[src/rtl/demux_pkg.sv]
// demux_pkg: shared state type and default width for the 1:2 packet demux
package demux_pkg;
    typedef enum logic [1:0] {IDLE, ROUTE0, ROUTE1} state_t;
    localparam int DEFAULT_WIDTH = 8;
endpackage

[src/rtl/stream_reg.sv]
// stream_reg: one-entry valid/ready output register
module stream_reg #(
    parameter int WIDTH = 8
) (
    input  logic             clk,
    input  logic             rst_n,
    input  logic             load,
    input  logic [WIDTH-1:0] load_data,
    input  logic             load_last,
    output logic             valid,
    input  logic             ready,
    output logic [WIDTH-1:0] data,
    output logic             last
);
    always_ff @(posedge clk) begin
        if (!rst_n) begin
            valid <= 1'b0;
            data  <= '0;
            last  <= 1'b0;
        end else if (load) begin
            valid <= 1'b1;
            data  <= load_data;
            last  <= load_last;
        end else if (ready) begin
            valid <= 1'b0;
        end
    end
endmodule

[src/rtl/demux1_2.sv]
// demux1_2: packet demux routing each packet to one of two registered output ports
module demux1_2
    import demux_pkg::*;
#(
    parameter int WIDTH = DEFAULT_WIDTH
) (
    input  logic             clk,
    input  logic             rst_n,
    input  logic             in_valid,
    output logic             in_ready,
    input  logic [WIDTH-1:0] in_data,
    input  logic             in_last,
    input  logic             in_sel,
    output logic             out0_valid,
    input  logic             out0_ready,
    output logic [WIDTH-1:0] out0_data,
    output logic             out0_last,
    output logic             out1_valid,
    input  logic             out1_ready,
    output logic [WIDTH-1:0] out1_data,
    output logic             out1_last,
    output logic [7:0]       pkt_cnt0,
    output logic [7:0]       pkt_cnt1
);
    state_t state, state_nx;
    logic   tgt, fire, ld0, ld1;
    always_ff @(posedge clk) begin
        if (!rst_n) begin
            state    <= IDLE;
            pkt_cnt0 <= '0;
            pkt_cnt1 <= '0;
        end else begin
            state    <= state_nx;
            pkt_cnt0 <= pkt_cnt0 + 8'(out0_valid && out0_ready && out0_last);
            pkt_cnt1 <= pkt_cnt1 + 8'(out1_valid && out1_ready && out1_last);
        end
    end
    // in_sel only matters on a packet head; mid-packet the state holds the lock
    always_comb begin
        tgt      = state == ROUTE1 ? 1'b1 : state == ROUTE0 ? 1'b0 : in_sel;
        in_ready = rst_n && (tgt ? (!out1_valid || out1_ready) : (!out0_valid || out0_ready));
        fire     = in_valid && in_ready;
        ld0      = fire && !tgt;
        ld1      = fire && tgt;
        state_nx = !fire ? state : in_last ? IDLE : tgt ? ROUTE1 : ROUTE0;
    end
    stream_reg #(.WIDTH(WIDTH)) u_reg0 (
        .clk       (clk),
        .rst_n     (rst_n),
        .load      (ld0),
        .load_data (in_data),
        .load_last (in_last),
        .valid     (out0_valid),
        .ready     (out0_ready),
        .data      (out0_data),
        .last      (out0_last)
    );
    stream_reg #(.WIDTH(WIDTH)) u_reg1 (
        .clk       (clk),
        .rst_n     (rst_n),
        .load      (ld1),
        .load_data (in_data),
        .load_last (in_last),
        .valid     (out1_valid),
        .ready     (out1_ready),
        .data      (out1_data),
        .last      (out1_last)
    );
endmodule

[config.mk]
export PLATFORM = sky130hd
export DESIGN_NAME = demux1_2
export DESIGN_NICKNAME = d
export VERILOG_FILES = /design/src/rtl/demux_pkg.sv /design/src/rtl/stream_reg.sv /design/src/rtl/demux1_2.sv
export SDC_FILE = /design/constraint.sdc
export NUM_CORES = 1
export LEC_CHECK = 0
export BUFFER_PORTS_ARGS = -buffer_cell sky130_fd_sc_hd__buf_2
export CAP_MARGIN = 20
export CELL_PAD_IN_SITES_DETAIL_PLACEMENT = 1
export CELL_PAD_IN_SITES_GLOBAL_PLACEMENT = 1
export CORE_MARGIN = 3
export CORE_UTILIZATION = 40
export DETAILED_ROUTE_END_ITERATION = 16
export GPL_ROUTABILITY_DRIVEN = 1
export PLACE_DENSITY_LB_ADDON = 0.15
export SYNTH_ARGS = -nofsm -noshare
export SYNTH_HDL_FRONTEND = slang
export SYNTH_HIERARCHICAL = 1
export SYNTH_SLANG_ARGS = --single-unit
[constraint.sdc]
create_clock -name clk -period 3 [get_ports clk]
set_input_delay 0.15 -clock clk [delete_from_list [all_inputs] [get_ports clk]]
set_output_delay 0.15 -clock clk [all_outputs]
set_load 0.02 [all_outputs]
==> impl_metrics.py, run 1 <==
metrics = {
    "outcome": {
        "status": "completed",
    },
    "synthesis": {
        "ys_seq_area_share_pct": 47.3,
        "synth_cells": 159,
        "synth-edff-count": 0,
        "synth.avg_cell_area_sq_um": 10.1,
        "synth_seq_cells": 38,
        "synth-main-ff-cell": "dfxtp_1",
        "ys_types": 34,
        "netlist_area_sq_mm": 0.00161,
        "synth.net_count": 178,
        "async_flop_share_pct": 0,
        "netlist.top_cell.by_area": "dfxtp_1",
        "synth_top_area_share_pct": 47.3,
        "ys_warn_count": 6,
        "synth_area_leaders": "dfxtp_1, mux2i_1, nor2b_1, ha_1, or3_1",
    },
    "min_path": {
        "hp-start": "in_data[1]",
        "min_path_type": "in2reg",
    },
    "worst_setup_path": {
        "slowest_delay_ns": 0.49,
        "cp.depth": 4,
        "crit-reg2reg-launch": "u_reg0/valid",
        "cp.arrival_ns": 1.62,
        "critPathKind": "reg2out",
        "reg2reg_depth": 6,
        "setup.worst_path.start_class": "flip-flop",
        "path_cells": "nand2b_4 -> a2111oi_0 -> a211oi_1 -> buf_2",
        "ff2ff_setup_slack_ns": 1.33,
        "cp-end-kind": "primary output",
        "path_max_fanout": 5,
        "cp-endpoint": "in_ready",
        "crit_required_ns": 2.85,
        "critical_path.startpoint": "state[0]",
        "reg2reg_to": "pkt_cnt0[6]",
        "cp_num_buf_inv": 1,
        "critPathTopFamily": "compound AO/OA/AOI/OAI gates",
        "crit_slowest_cell": "a2111oi_0",
    },
    "drt": {
        "avgViaCountPerCell": 5.16,
        "firstDrtPassIters": 4,
        "ant_nets": 0,
        "route.detailed.drc": 0,
        "routed_wl_um": 3970,
        "wl_per_cell_um": 15.1,
        "vias": 1363,
        "drtIter0Drc": 32,
    },
    "global_route": {
        "antenna_found_initial": 0,
        "grt_overflow": 0,
        "gr-usage-all-layers_pct": 17.3,
        "grt_pass1_vias": 1428,
        "grt_max_degree": 31,
        "grt_pass1_wl_um": 6820,
    },
    "finish": {
        "fin_nets": 234,
        "stdcell_count": 264,
        "layout_commonest_cell": "buf_2",
        "area_delta_synth_final_pct": 25.1,
        "final_cell_mix": "buf_2, dfxtp_1, nor2b_1",
        "postLayoutCoreUtil_pct": 53.4,
        "drive_gt1_share_pct": 30.1,
        "antenna_cells": 0,
    },
    "sta": {
        "finalClockSkew_ns": 0.00574,
        "slew_headroom_pct": 68.6,
        "finalSetupTns_ns": 0,
        "fin_crit_sh_pct": 59.0,
        "grt_setup_unrepaired": "no",
        "period_minus_slack_ns": 1.77,
        "hold_viol": 0,
        "slew_violations": 0,
        "setup-violations-final": 0,
        "clock.fmax_ghz": 0.565,
        "worst_pin_slew_ns": 0.459,
    },
    "placement": {
        "io_buffers": 51,
        "place_inst": 256,
        "place_hpwl_um": 2940,
        "gp_congestion": 0.821,
    },
    "floorplanning": {
        "initial_core_util_pct": 42.7,
        "die-area_sq_mm": 0.00482,
        "die_h_um": 69.4,
        "die_x_um": 69.4,
        "row_count": 22,
        "core-area_sq_mm": 0.00377,
        "io_pins": 52,
    },
    "pwr": {
        "power.density_mw_per_mm2": 491,
        "total_power_uw": 988,
        "p_leak_nw": 0.878,
        "peakVddDrop_v": 0.000348,
    },
    "clocking": {
        "cts-root-buf": "clkbuf_8",
        "clock-sinks": 38,
        "post_cts_buffers": 0,
        "clockBufferDepth": 2,
        "cts_resized": 0,
        "clkTransAtPathRegs_ns": 0.08,
        "cts_max_level": 2,
        "clock_latency_ns": 0.29,
        "cts_buffers": 5,
        "cts_tree": "built",
        "cts_hold_buffers": 0,
    },
    "run": {
        "max-cap-violations": 0,
    },
}
Yosys cell counts (2+ instances only):
cell and count:
or3_1 6, o21a_1 2, o21ai_0 6, and3_1 2, a21oi_1 7, nor2b_1 23
inv_1 3, o211ai_1 2, ha_1 4, nor3_1 2, buf_6 2, dfxtp_1 38
nand4_1 2, xor2_1 4, and2_1 4, nand3_1 6, mux2i_1 18, nor2_1 6
xnor2_1 2, nand2_1 6
how the worst min path moves through the flow:
| stage | slack, ns | cells after the start | end |
|---|---|---|---|
| 2_1_floorplan | 0.27 | 1 | u_reg0/valid |
| 3_3_place_gp | 0.42 | 3 | u_reg0/data[6] |
| 3_5_place_dp | 0.44 | 3 | u_reg1/data[7] |
| 4_1_cts | 0.13 | 3 | u_reg1/data[1] |
| 5_1_grt | 0.13 | 3 | u_reg1/data[0] |
| 6_report | 0.14 | 3 | u_reg1/data[1] |
worst reg2reg max path: stages, from the launching register on:
cell	delay, ns
dfxtp_1	0.41
and3_1	0.20
ha_1	0.20
ha_1	0.22
nand2_1	0.08
or3_1	0.32
a21oi_1	0.17
sequential cells by signal (all words and copies together), names as in the netlist:
name	flops
pkt_cnt1	8
u_reg1/data	8
u_reg0/valid	1
u_reg0/data	8
u_reg1/last	1
pkt_cnt0	8
u_reg1/valid	1
state	2
u_reg0/last	1
cell type report:
type	instances	area, sq um
inverter	3	11.3
clock inverter	2	12.5
clock buffer	6	82.6
sequential	38	761
fill	456	1760
tap	48	60.1
timing repair buffer	53	270
multi-input combinational	114	816
power breakdown:
part / switching [mW] / leakage, nW / internal, mW
Combinational: 0.0544 / 0.523 / 0.0395
Sequential: 0.00887 / 0.308 / 0.516
Clock: 0.185 / 0.0472 / 0.185
cell families after synthesis:
family | after synthesis | synth area share [%]
buffers and inverters | 7 | 2.64
AO/OA/AOI/OAI | 24 | 9.72
XOR/XNOR | 6 | 3.27
AND/OR/NAND/NOR | 62 | 22.8
flip-flops | 38 | 47.3
adder cells (fa/ha/maj) | 4 | 3.11
multiplexers | 18 | 11.2
layer usage:
layer / global-route usage [%] / up-vias / routed length (um)
met5: 0 / - / 0
met4: 6.07 / 0 / 40
met3: 5.51 / 4 / 230
met2: 29.4 / 45 / 1990
met1: 20.4 / 645 / 1710
li1: - / 669 / -
metrics by stage:
| step | hold slack, ns | worst slack, ns | area [sq um] |
|---|---|---|---|
| floorplan | 0.268 | 1.42 | 1610 |
| global placement | 0.422 | 1.46 | 1920 |
| detailed placement | 0.439 | 1.40 | 1920 |
| CTS | 0.129 | 1.15 | 2010 |
| global route | 0.132 | 1.06 | 2010 |
| finish | 0.136 | 1.23 | 2010 |
No activity file was read; power rests on OpenSTA's default activity.
==> inputs of run 2 (changes only) <==
--- a/config.mk
+++ b/config.mk
@@ -10,7 +10,7 @@
 export CELL_PAD_IN_SITES_DETAIL_PLACEMENT = 1
 export CELL_PAD_IN_SITES_GLOBAL_PLACEMENT = 1
 export CORE_MARGIN = 3
-export CORE_UTILIZATION = 40
+export CORE_UTILIZATION = 33
 export DETAILED_ROUTE_END_ITERATION = 16
 export GPL_ROUTABILITY_DRIVEN = 1
 export PLACE_DENSITY_LB_ADDON = 0.15
==> constraint.sdc (replaced) <==
create_clock -name clk -period 1.6 [get_ports clk]
set_input_delay 0.08 -clock clk [delete_from_list [all_inputs] [get_ports clk]]
set_output_delay 0.08 -clock clk [all_outputs]
set_load 0.02 [all_outputs]
==> run 2 against run 1 <==
- cell area increased by 5.0%
- die area increased by 19%
- clock-buffer cell count increased by 1
- hold slack got worse by 0.061 ns
- clock power increased by 79%
- highest routed layer unchanged
==> impl_metrics.py, run 2 (synthesis gave the netlist of run 1 again) <==
metrics = {
    "outcome": {
        "status": "completed",
    },
    "sta": {
        "fin_crit_sh_pct": 93.4,
        "clock.fmax_ghz": 0.669,
        "slew_violations": 0,
        "period_minus_slack_ns": 1.49,
        "finalClockSkew_ns": 0.00392,
        "grt_setup_unrepaired": "no",
        "finalSetupTns_ns": 0,
        "hold_viol": 0,
        "setup-violations-final": 0,
        "whs_ns": 0.0747,
        "worst_pin_slew_ns": 0.340,
        "slew_headroom_pct": 77.3,
    },
    "pwr": {
        "p_leak_nw": 0.899,
        "peakVddDrop_v": 0.000483,
        "power.density_mw_per_mm2": 869,
    },
    "finish": {
        "drive_gt1_share_pct": 34.8,
        "fin_nets": 239,
        "area_delta_synth_final_pct": 31.3,
        "final_cell_mix": "buf_2, dfxtp_1, nor2b_1",
        "antenna_cells": 0,
        "layout_commonest_cell": "buf_2",
        "stdcell_count": 286,
        "postLayoutCoreUtil_pct": 46.6,
    },
    "clocking": {
        "cts-root-buf": "clkbuf_8",
        "cts_tree": "built",
        "clockBufferDepth": 2,
        "clkTransAtPathRegs_ns": 0.07,
        "cts_buffers": 5,
        "cts_max_level": 2,
        "clock-sinks": 38,
        "clock_latency_ns": 0.28,
        "post_cts_buffers": 0,
    },
    "drt": {
        "route.detailed.drc": 0,
        "firstDrtPassIters": 4,
        "ant_nets": 0,
        "avgViaCountPerCell": 4.80,
        "wl_per_cell_um": 13.9,
        "drtIter0Drc": 18,
        "routed_wl_um": 3970,
        "vias": 1374,
    },
    "worst_setup_path": {
        "slowest_delay_ns": 0.40,
        "path_cells": "nand2b_4 -> a21o_1 -> nor3_2 -> buf_4 -> mux2i_1 -> nor2b_1",
        "critPathTopFamily": "flip-flops",
        "crit_slowest_cell": "dfxtp_2",
        "crit-reg2reg-launch": "state[0]",
        "path_max_fanout": 6,
        "critPathKind": "reg2reg",
        "cp.arrival_ns": 1.67,
        "cp-end-kind": "flip-flop",
        "setup.worst_path.start_class": "flip-flop",
        "cp_num_buf_inv": 1,
        "crit_required_ns": 1.77,
        "reg2reg_to": "u_reg0/data[0]",
        "ff2ff_setup_slack_ns": 0.11,
        "reg2reg_depth": 6,
    },
    "global_route": {
        "grt_pass1_wl_um": 6340,
        "antenna_found_initial": 0,
        "grt_max_degree": 25,
        "gr-usage-all-layers_pct": 14.5,
        "grt_overflow": 0,
        "grt_pass1_vias": 1339,
    },
    "placement": {
        "place_inst": 278,
        "place_hpwl_um": 3060,
        "io_buffers": 51,
        "gp_congestion": 0.831,
    },
    "floorplanning": {
        "die_h_um": 75.8,
        "die-area_sq_mm": 0.00575,
        "die_x_um": 75.8,
        "io_pins": 52,
        "row_count": 24,
        "initial_core_util_pct": 35.5,
        "core-area_sq_mm": 0.00453,
    },
    "run": {
        "max-cap-violations": 0,
    },
    "min_path": {
        "hold_end": "u_reg0/data[1]",
        "whs_path_depth": 3,
        "hp-start": "in_data[1]",
        "min_path_type": "in2reg",
    },
}
[run 2: metrics by stage]
step	power, mW	area [sq um]	worst slack, ns
floorplan	1.11	1610	0.0202
global placement	1.19	1980	0.127
detailed placement	1.19	1980	0.0450
CTS	1.87	2070	0.00319
global route	1.93	2110	0.0195
finish	1.84	2110	0.106
[run 2: layout make-up]
| class | count | area, sq um |
|---|---|---|
| Fill cell | 541 | 2420 |
| Clock buffer | 7 | 86.3 |
| Timing Repair Buffer | 58 | 308 |
| Inverter | 3 | 11.3 |
| Multi-Input combinational cell | 114 | 857 |
| Clock inverter | 1 | 5.00 |
| Sequential cell | 38 | 764 |
| Tap cell | 65 | 81.3 |
[run 2: worst max path at each step]
| stage | end | start | depth (start not counted) | slack [ns] |
|---|---|---|---|---|
| after floorplan | pkt_cnt0[6] | u_reg0/valid | 6 | 0.02 |
| after global placement | pkt_cnt1[6] | u_reg1/last | 6 | 0.13 |
| after detailed placement | u_reg0/data[0] | state[0] | 6 | 0.05 |
| after CTS | pkt_cnt1[6] | u_reg1/valid | 6 | 0.003 |
| after global routing | u_reg0/data[6] | state[0] | 6 | 0.02 |
| final | u_reg0/data[0] | state[0] | 6 | 0.11 |
[run 2: power breakdown]
group	internal (mW)	leakage [nW]	switching (mW)
Sequential	0.968	0.309	0.0159
Combinational	0.0830	0.541	0.105
Clock	0.348	0.0482	0.316
Total	1.40	0.899	0.437
[run 2: tightest hold or removal path: cells and delay by family]
kind          cells  cell delay (ns)
mux               1             0.06
simple gates      1             0.09
buf+inv           1             0.09
[run 2: routing by layer]
metal  track usage [%]  share of wire (%)  up-vias
met1              17.7                 43      652
met3              5.67                6.7        2
li1                  -                  -      685
met5                 0                  0        -
met2              23.8                 50       35
met4              4.08               0.60        0
[run 2: timing repair]
action | in CTS | in global routing
gates resized for setup | 2 | 10
hold buffers | 0 | 0
setup endpoints to repair | 1 | 3
pin swaps | 0 | 0
==> inputs of run 3 (changes only) <==
--- a/config.mk
+++ b/config.mk
@@ -5,12 +5,13 @@
 export SDC_FILE = /design/constraint.sdc
 export NUM_CORES = 1
 export LEC_CHECK = 0
+export ABC_AREA = 1
 export BUFFER_PORTS_ARGS = -buffer_cell sky130_fd_sc_hd__buf_2
 export CAP_MARGIN = 20
 export CELL_PAD_IN_SITES_DETAIL_PLACEMENT = 1
 export CELL_PAD_IN_SITES_GLOBAL_PLACEMENT = 1
 export CORE_MARGIN = 3
-export CORE_UTILIZATION = 33
+export CORE_UTILIZATION = 32
 export DETAILED_ROUTE_END_ITERATION = 16
 export GPL_ROUTABILITY_DRIVEN = 1
 export PLACE_DENSITY_LB_ADDON = 0.15
==> run 3 against run 2 <==
- critical path depth grew 5
- cell area shrank 1.2%
- flip-flop and latch count is the same
- clock skew is essentially flat
- largest cell class is now sequential cells
- synthesized cell count grew 27%
- critical endpoint is now pkt_cnt1[6]
- final cell count grew 15%
- fmax grew 0.42%
- largest power group unchanged
==> impl_metrics.py, run 3 <==
metrics = {
    "run": {
        "max-cap-violations": 0,
    },
    "synthesis": {
        "synth_top_area_share_pct": 48.1,
        "synth.net_count": 221,
        "ys_warn_count": 6,
        "netlist_area_sq_mm": 0.00158,
        "netlist.top_cell.by_area": "dfxtp_1",
        "synth_area_leaders": "dfxtp_1, nor2_1, o21ai_0, nand2_1, inv_1",
        "synth-edff-count": 0,
        "synth_cells": 202,
        "synth_seq_cells": 38,
        "synth.avg_cell_area_sq_um": 7.84,
        "ys_seq_area_share_pct": 48.1,
        "synth-main-ff-cell": "dfxtp_1",
        "ys_types": 25,
        "synth_most_common_cell": "nor2_1",
        "async_flop_share_pct": 0,
        "yosys-top-cells-count": "nor2_1, dfxtp_1, nand2_1",
    },
    "worst_setup_path": {
        "cp.arrival_ns": 1.67,
        "setup.worst_path.start_class": "flip-flop",
        "crit-reg2reg-launch": "u_reg1/last",
        "path_max_fanout": 3,
        "reg2reg_depth": 11,
        "reg2reg_to": "pkt_cnt1[6]",
        "crit_required_ns": 1.78,
        "ff2ff_setup_slack_ns": 0.11,
        "cp-end-kind": "flip-flop",
        "critPathKind": "reg2reg",
    },
    "global_route": {
        "antenna_found_initial": 0,
        "grt_pass1_wl_um": 6750,
        "gr-usage-all-layers_pct": 14.5,
        "grt_pass1_vias": 1477,
        "grt_max_degree": 26,
        "grt_overflow": 0,
    },
    "floorplanning": {
        "io_pins": 52,
        "row_count": 24,
        "core-area_sq_mm": 0.00456,
        "die_h_um": 76.3,
        "die-area_sq_mm": 0.00583,
        "initial_core_util_pct": 34.7,
        "die_x_um": 76.3,
    },
    "pwr": {
        "power.density_mw_per_mm2": 889,
        "peakVddDrop_v": 0.000491,
        "p_leak_nw": 1.06,
        "total_power_mw": 1.86,
    },
    "drt": {
        "met3_length_um": 280,
        "ant_nets": 0,
        "vias": 1503,
        "avgViaCountPerCell": 4.55,
        "wl_met1_um": 1880,
        "firstDrtPassIters": 4,
        "highest_layer": "met4",
        "dr_wl_met2_um": 1940,
        "wl_per_cell_um": 12.5,
        "route.detailed.drc": 0,
        "drtIter0Drc": 50,
        "routed_wl_um": 4130,
    },
    "finish": {
        "fin_area_sq_mm": 0.00209,
        "ff_latch_area_sq_um": 766,
        "final_cell_mix": "nor2_1, buf_2, dfxtp_1",
        "multi_input_area_sq_um": 744,
        "antenna_cells": 0,
        "layout_commonest_cell": "nor2_1",
        "area_delta_synth_final_pct": 31.9,
        "fillers": 598,
        "fin_nets": 284,
        "drive_gt1_share_pct": 38.5,
    },
    "sta": {
        "slew_violations": 0,
        "fin_crit_sh_pct": 93.0,
        "grt_setup_unrepaired": "yes",
        "finalClockSkew_ns": 0.00425,
        "finalSetupTns_ns": 0,
        "clock.fmax_ghz": 0.672,
        "slew_headroom_pct": 84.8,
        "setup-violations-final": 0,
        "period_minus_slack_ns": 1.49,
        "hold_viol": 0,
        "worst_pin_slew_ns": 0.228,
    },
    "placement": {
        "io_buffers": 51,
        "gp_congestion": 0.717,
        "place_hpwl_um": 2960,
        "postPlaceCellArea_sq_mm": 0.00191,
    },
    "clocking": {
        "clkTransAtPathRegs_ns": 0.07,
        "cts_tree": "built",
        "cts_max_level": 2,
        "clock-sinks": 38,
        "clockBufferDepth": 2,
        "clock_latency_ns": 0.28,
        "cts_buffers": 5,
        "cts-root-buf": "clkbuf_8",
    },
    "outcome": {
        "status": "completed",
    },
    "min_path": {
        "hold_end": "u_reg1/data[5]",
        "whs_path_depth": 3,
        "min_path_type": "in2reg",
        "hp-start": "in_data[5]",
    },
}
==> run 3: cell types whose count changed after synthesis, sizes merged, moves of 3 or more <==
cell	delta
and2	-4
inv	+22
mux2i	-18
nand2	+21
nor2	+52
nor2b	-24
o21ai	+16
or3	-6
xor2	-3
==> run 3: cells by family after synthesis <==
logic type / Yosys count / synth area share, %
AND/OR/NAND/NOR: 99 / 29.6
flip-flops: 38 / 48.1
XOR/XNOR: 1 / 0.553
buffers and inverters: 28 / 8.38
AO/OA/AOI/OAI: 32 / 10.3
adder cells (fa/ha/maj): 4 / 3.16
==> run 3: final cells by class <==
cell class                      instances  area share [%]
Clock buffer                            5            3.30
Clock inverter                          2           0.479
Inverter                               25            5.03
Multi-Input combinational cell        136            35.7
Sequential cell                        38            36.7
Tap cell                               65            3.89
Timing Repair Buffer                   57            14.4
Timing Repair inverter                  2           0.599
==> run 3: stage by stage <==
stage          util [%]  hold WS [ns]  std cells  setup WS, ns
2_1_floorplan         -         0.189        202        0.0660
3_3_place_gp       41.8         0.328        318        0.0489
3_5_place_dp       41.8         0.327        318        0.0225
4_1_cts            43.5        0.0284        325       0.00732
5_1_grt            45.8        0.0438        330       -0.0220
6_report           45.8        0.0383        330         0.113
==> run 3: worst max-delay path, stage by stage (launching register included) <==
cell     delay [ns]
dfxtp_2        0.34
nand2_1        0.06
nor2_2         0.15
ha_2           0.23
ha_4           0.13
nand2_1        0.05
inv_2          0.06
nand2_2        0.06
nor2_2         0.12
nand3_1        0.07
nand2_1        0.07
nor2_1         0.04
==> run 3: metal layers <==
| metal | GRT usage [%] | up-vias |
|---|---|---|
| met3 | 6.26 | 2 |
| li1 | - | 765 |
| met2 | 24.0 | 39 |
| met4 | 4.35 | 0 |
| met5 | 0 | - |
| met1 | 16.9 | 697 |
==> run 3: worst max-delay path by stage <==
stage | depth (start not counted) | endpoint | from | slack, ns
floorplan | 11 | pkt_cnt1[6] | u_reg1/valid | 0.07
global placement | 11 | pkt_cnt1[6] | u_reg1/valid | 0.05
detailed placement | 11 | pkt_cnt1[6] | u_reg1/valid | 0.02
CTS | 11 | pkt_cnt1[6] | u_reg1/valid | 0.007
global route | 11 | u_reg1/data[1] | state[1] | -0.02
finish | 11 | pkt_cnt1[6] | u_reg1/last | 0.11
==> run 3: repair_timing <==
action / in CTS / in global routing
endpoints found under the setup margin: 0 / 13
hold buffers: 0 / 0
setup buffers: 0 / 3
resized for setup: 0 / 26
==> run 3: power by group <==
part	total, mW	leakage, nW	internal, mW	switching (mW)
registers	0.999	0.311	0.982	0.0171
clock network	0.621	0.0438	0.293	0.328
logic	0.237	0.703	0.0807	0.156
